[src/rtl/fetch_unit_pkg.sv]
// Shared definitions for the fetch stage: PC stride and the F->D message layout.
package fetch_unit_pkg;

  localparam int FETCH_INCR    = 4;
  localparam int F2D_INST_BITS = 32;
  localparam int F2D_ADDR_BITS = 32;

  typedef struct packed {
    logic [F2D_INST_BITS-1:0] inst;
    logic [F2D_ADDR_BITS-1:0] pc;
  } f2d_msg_t;

endpackage

[src/rtl/fetch_unit_pc_queue.sv]
// FIFO of issued fetch addresses; head is the PC of the oldest outstanding response.
module fetch_unit_pc_queue #(
  parameter int p_depth = 4,
  parameter int p_width = 32
) (
  input  logic               clk,
  input  logic               rst,
  input  logic               i_push,
  input  logic               i_pop,
  input  logic [p_width-1:0] i_data,
  output logic [p_width-1:0] o_head,
  output logic               o_empty,
  output logic               o_full
);

  localparam int PTR_W = (p_depth > 1) ? $clog2(p_depth) : 1;
  localparam int CNT_W = $clog2(p_depth + 1);
  localparam logic [PTR_W-1:0] LAST  = PTR_W'(p_depth - 1);
  localparam logic [CNT_W-1:0] DEPTH = CNT_W'(p_depth);

  logic [p_width-1:0] r_mem [p_depth];
  logic [PTR_W-1:0]   r_wr;
  logic [PTR_W-1:0]   r_rd;
  logic [CNT_W-1:0]   r_cnt;
  logic               w_do_push;
  logic               w_do_pop;

  function automatic logic [PTR_W-1:0] bump(input logic [PTR_W-1:0] p);
    return (p == LAST) ? '0 : p + PTR_W'(1);
  endfunction

  // A push into a full queue is allowed when the head leaves in the same cycle.
  assign w_do_pop  = i_pop && !o_empty;
  assign w_do_push = i_push && (!o_full || w_do_pop);

  always_ff @(posedge clk or posedge rst) begin
    if (rst) begin
      r_wr  <= '0;
      r_rd  <= '0;
      r_cnt <= '0;
    end else begin
      if (w_do_push) r_wr <= bump(r_wr);
      if (w_do_pop)  r_rd <= bump(r_rd);
      r_cnt <= r_cnt + CNT_W'(w_do_push) - CNT_W'(w_do_pop);
    end
  end

  always_ff @(posedge clk) begin
    if (w_do_push) r_mem[r_wr] <= i_data;
  end

  assign o_head  = r_mem[r_rd];
  assign o_empty = (r_cnt == '0);
  assign o_full  = (r_cnt == DEPTH);

endmodule

[src/rtl/fetch_unit.sv]
// Instruction-fetch stage: sequential requests from pc_reg, response/PC pairing,
// and squash-driven redirect that discards all stale in-flight responses.
module fetch_unit
  import fetch_unit_pkg::*;
#(
  parameter int                   p_addr_bits     = 32,
  parameter int                   p_inst_bits     = 32,
  parameter logic [p_addr_bits-1:0] p_rst_addr    = p_addr_bits'(32'h200),
  parameter int                   p_max_in_flight = 4
) (
  input  logic                   clk,
  input  logic                   rst,
  output logic                   mem_req_val,
  input  logic                   mem_req_rdy,
  output logic [p_addr_bits-1:0] mem_req_addr,
  input  logic                   mem_resp_val,
  output logic                   mem_resp_rdy,
  input  logic [p_inst_bits-1:0] mem_resp_data,
  output logic                   D_val,
  input  logic                   D_rdy,
  output logic [p_inst_bits-1:0] D_inst,
  output logic [p_addr_bits-1:0] D_pc,
  input  logic                   D_squash,
  input  logic [p_addr_bits-1:0] D_branch_target
);

  localparam int CNT_W = $clog2(p_max_in_flight + 1);
  localparam logic [CNT_W-1:0]       MAX_CNT = CNT_W'(p_max_in_flight);
  localparam logic [p_addr_bits-1:0] PC_INCR = p_addr_bits'(FETCH_INCR);

  logic [p_addr_bits-1:0] r_pc;
  logic [CNT_W-1:0]       r_in_flight;
  logic [CNT_W-1:0]       r_drop;

  logic [p_addr_bits-1:0] w_head;
  logic                   w_q_empty;
  logic                   w_q_full;
  logic                   w_dropping;
  logic                   w_req_fire;
  logic                   w_resp_fire;

  // Every channel (mem_req, mem_resp, D) transfers on a rising edge where val and rdy
  // are both high; val never waits on rdy, and a valid payload holds until it transfers.
  assign w_dropping   = (r_drop != '0);
  assign mem_req_val  = !rst && (r_in_flight < MAX_CNT) && !w_q_full && !D_squash;
  assign mem_req_addr = r_pc;
  assign mem_resp_rdy = !rst && (w_dropping || D_rdy);
  assign D_val        = !rst && !w_dropping && mem_resp_val && !w_q_empty;
  assign D_inst       = mem_resp_data;
  assign D_pc         = w_head;

  assign w_req_fire  = mem_req_val && mem_req_rdy;
  assign w_resp_fire = mem_resp_val && mem_resp_rdy;

  fetch_unit_pc_queue #(
    .p_depth (p_max_in_flight),
    .p_width (p_addr_bits)
  ) u_pc_queue (
    .clk     (clk),
    .rst     (rst),
    .i_push  (w_req_fire),
    .i_pop   (w_resp_fire),
    .i_data  (r_pc),
    .o_head  (w_head),
    .o_empty (w_q_empty),
    .o_full  (w_q_full)
  );

  always_ff @(posedge clk or posedge rst) begin
    if (rst) begin
      r_pc        <= p_rst_addr;
      r_in_flight <= '0;
      r_drop      <= '0;
    end else begin
      if (D_squash)        r_pc <= {D_branch_target[p_addr_bits-1:2], 2'b00};
      else if (w_req_fire) r_pc <= r_pc + PC_INCR;

      r_in_flight <= r_in_flight + CNT_W'(w_req_fire) - CNT_W'(w_resp_fire);

      // Squash blocks issue, so everything in flight (minus one retiring now) is stale.
      if (D_squash)                       r_drop <= r_in_flight - CNT_W'(w_resp_fire);
      else if (w_resp_fire && w_dropping) r_drop <= r_drop - CNT_W'(1);
    end
  end

endmodule

[config.mk]
export PLATFORM = sky130hd
export DESIGN_NAME = fetch_unit
export DESIGN_NICKNAME = d
export VERILOG_FILES = /design/src/rtl/fetch_unit_pkg.sv /design/src/rtl/fetch_unit_pc_queue.sv /design/src/rtl/fetch_unit.sv
export SDC_FILE = /design/constraint.sdc
export NUM_CORES = 1
export LEC_CHECK = 0
export BUFFER_PORTS_ARGS = -buffer_cell sky130_fd_sc_hd__clkbuf_2
export CAP_MARGIN = 0
export CORE_ASPECT_RATIO = 0.9
export CORE_MARGIN = 2
export CORE_UTILIZATION = 36
export CTS_CLUSTER_DIAMETER = 50
export DETAILED_ROUTE_END_ITERATION = 8
export SYNTH_ARGS = -nofsm -noshare
export SYNTH_HDL_FRONTEND = slang
export SYNTH_SLANG_ARGS = --single-unit
export TNS_END_PERCENT = 50
[constraint.sdc]
create_clock -name clk -period 5.1 [get_ports clk]
set_input_delay 0.51 -clock clk [delete_from_list [all_inputs] [get_ports clk]]
set_output_delay 0.51 -clock clk [all_outputs]
set_load 0.05 [all_outputs]
==> metrics <==
Max Slew Vio Count=0; H-tree levels=4; LEAKAGE=3.15 nW; Crit Path Max Fanout=32; worst rel slew slack=0.343; sequential-to-total area share from yosys stat=0.647; Yosys reg bits=163; Setup Crit Path Kind=reg2reg; fmax=347 MHz; vias in the first global route=4,361; core area=0.0199 sq mm; grt total ovfl=0; status=complete, no violations; Mapped Area=0.00724 sq mm; Top FF cell, synth=edfxtp_1; Area contributors post-synth=edfxtp_1 50%, dfrtp_1 15%, mux4_2 9.3%; Routed Wire Length=16.4 mm; final critical-path share of the clock period=0.565; initial antenna violation count=0; die width=153 um; pin count of the biggest net entering global routing=45; Design Area, Final=0.00834 sq mm; fillcell total=1,815; post-route ant nets=0; count leader, synth=edfxtp_1; Inserted Clock Buffers=17; FFs w/ async S/R, synth=0.264; antenna cell count=0; via count=4,423; CTS tree=done; Residual DRC=0; arrival time worst endpoint=3000 ps; per-cell routed wire length=19.6 um; TNS Setup=0 ps; post-CTS resize count=0; die area=0.0213 sq mm; Rows=49; Layout Skew=8.55 ps; DRT iter0 DRCs=393; Commonest cells post-synth=120 x edfxtp_1, 42 x dfrtp_1, 38 x buf_4; post-layout min period=2880 ps; Synth top area share=0.498; CP Data Required Time=5220 ps; count of unique library cells instantiated by Yosys=47; total power=0.00440 W; register area=0.00468 sq mm; YS warnings=0; maxcap violations=0; cells after synthesis=495; CTS clk-pin slew, worst paths=60 ps; number of synthesized flops with an enable pin=120; clk buf depth=2; area delta synth->final=15.2%; Hold Vio Cnt, Final=0; Post-CTS Setup Bufs=0; setup repair after global routing missed its margin=false; Final Net Count=653; initial core utilization=0.364; Top Ports=169; Vias/cell=5.30; DP Area=0.00777 sq mm; RD Place Congestion=0.797; Yosys top cell by area=edfxtp_1; area of the multi-input gates=0.00209 sq mm; worst min-delay path category=in2async; Worst Tran Pin Value=978 ps; Pre-Repair DR Iteration Count=5; final setup fails=0; layout cells sized above 1=0.302; mean area per synthesized cell=14.6 sq um; die height=139 um; clock latency on the worst-skew pair=420 ps; Pwr Density=527 mW/mm^2; hold_buf cts=0; CP endpoint kind=register; Peak VDD IR=184 uV; HPWL Detailed=10.8 mm; CP startpoint kind=register; Sinks on Clock Net=163; Clock Tree Root=clkbuf_16; Total GRT Usage=0.158; first-pass GRT wire length=25.6 mm; PortBufs=98
worst max-delay path, stage by stage (launching register included):
cell	delay (ps)
dfrtp_1	430
or4b_1	590
or2_1	260
buf_4	260
clkinv_8	160
and2_1	570
buf_12	260
state kept, by name, summed over array words and instances, names as in the netlist:
| signal | flops |
|---|---|
| u_pc_queue.r_wr | 2 |
| r_in_flight | 3 |
| r_drop | 3 |
| mem_req_addr | 30 |
| u_pc_queue.r_cnt | 3 |
| u_pc_queue.r_rd | 2 |
| u_pc_queue.r_mem | 120 |
where the power goes:
part	switching [W]	total (W)	internal [W]
Sequential	0.000186	0.00176	0.00157
Combinational	0.000964	0.00142	0.000458
Clock	0.000490	0.00122	0.000726
path summary, 6_finish.rpt:
check	from	end	slack [ps]	cells after the start
worst max-delay path	r_in_flight[2]$_DFF_PP0_	u_pc_queue.r_mem[2][24]$_DFFE_PP_	2220	6
worst min-delay path	rst	u_pc_queue.r_cnt[1]$_DFF_PP0_	260	3
worst max register to register	r_in_flight[2]$_DFF_PP0_	u_pc_queue.r_mem[2][24]$_DFFE_PP_	2220	6
worst min register to register	u_pc_queue.r_cnt[2]$_DFF_PP0_	u_pc_queue.r_cnt[2]$_DFF_PP0_	510	1
max in group asynchronous	rst	u_pc_queue.r_rd[1]$_DFFE_PP0P_	4410	3
min in group clk	D_branch_target[4]	mem_req_addr[4]$_DFFE_PP0N_	330	3
cell usage in the layout, fill, tap and decap left out, types with 5 or more instances in the layout:
cell type	instances
edfxtp_1	120
clkbuf_2	98
dfrtp_1	40
nand2_1	37
mux4_2	30
inv_1	20
nor2_1	20
o21ai_0	20
nand4_1	18
clkbuf_16	18
nand3_1	17
ha_1	14
o211ai_1	11
a21oi_1	9
buf_4	9
nor3_1	7
o311ai_0	7
nor4_1	6
and3_1	6
and2_1	6
xnor2_1	5
layout make-up:
cell class / instances / area share
clock inverter: 8 / 0.00900
tap: 255 / 0.0383
clock buffer: 24 / 0.0591
sequential: 163 / 0.562
timing repair buffer: 108 / 0.0693
inverter: 22 / 0.0114
multi-input combinational: 255 / 0.251
through the flow:
stage | cells | hold slack, ps | util | setup WS [ps]
2_1_floorplan | 498 | 454 | - | 1840
3_3_place_gp | 803 | 479 | 0.391 | 2030
3_5_place_dp | 803 | 498 | 0.391 | 1960
4_1_cts | 835 | 272 | 0.420 | 2210
5_1_grt | 835 | 318 | 0.420 | 1990
6_report | 835 | 258 | 0.420 | 2220
layer usage:
layer / vias up / track usage / share of wire
met3: 41 / 0.0404 / 0.064
met2: 156 / 0.244 / 0.47
met4: 0 / 0.0604 / 0.023
met1: 2214 / 0.218 / 0.45
li1: 2012 / - / -
met5: - / 0 / 0
cells by family after synthesis:
group,share of synthesized area
flip-flops,0.647
adder cells (fa/ha/maj),0.0297
AND/OR/NAND/NOR,0.0911
multiplexers,0.0978
other,0.000518
XOR/XNOR,0.00847
buffers and inverters,0.0657
AO/OA/AOI/OAI,0.0600
Note: power is estimated with default switching activity, not from simulation.
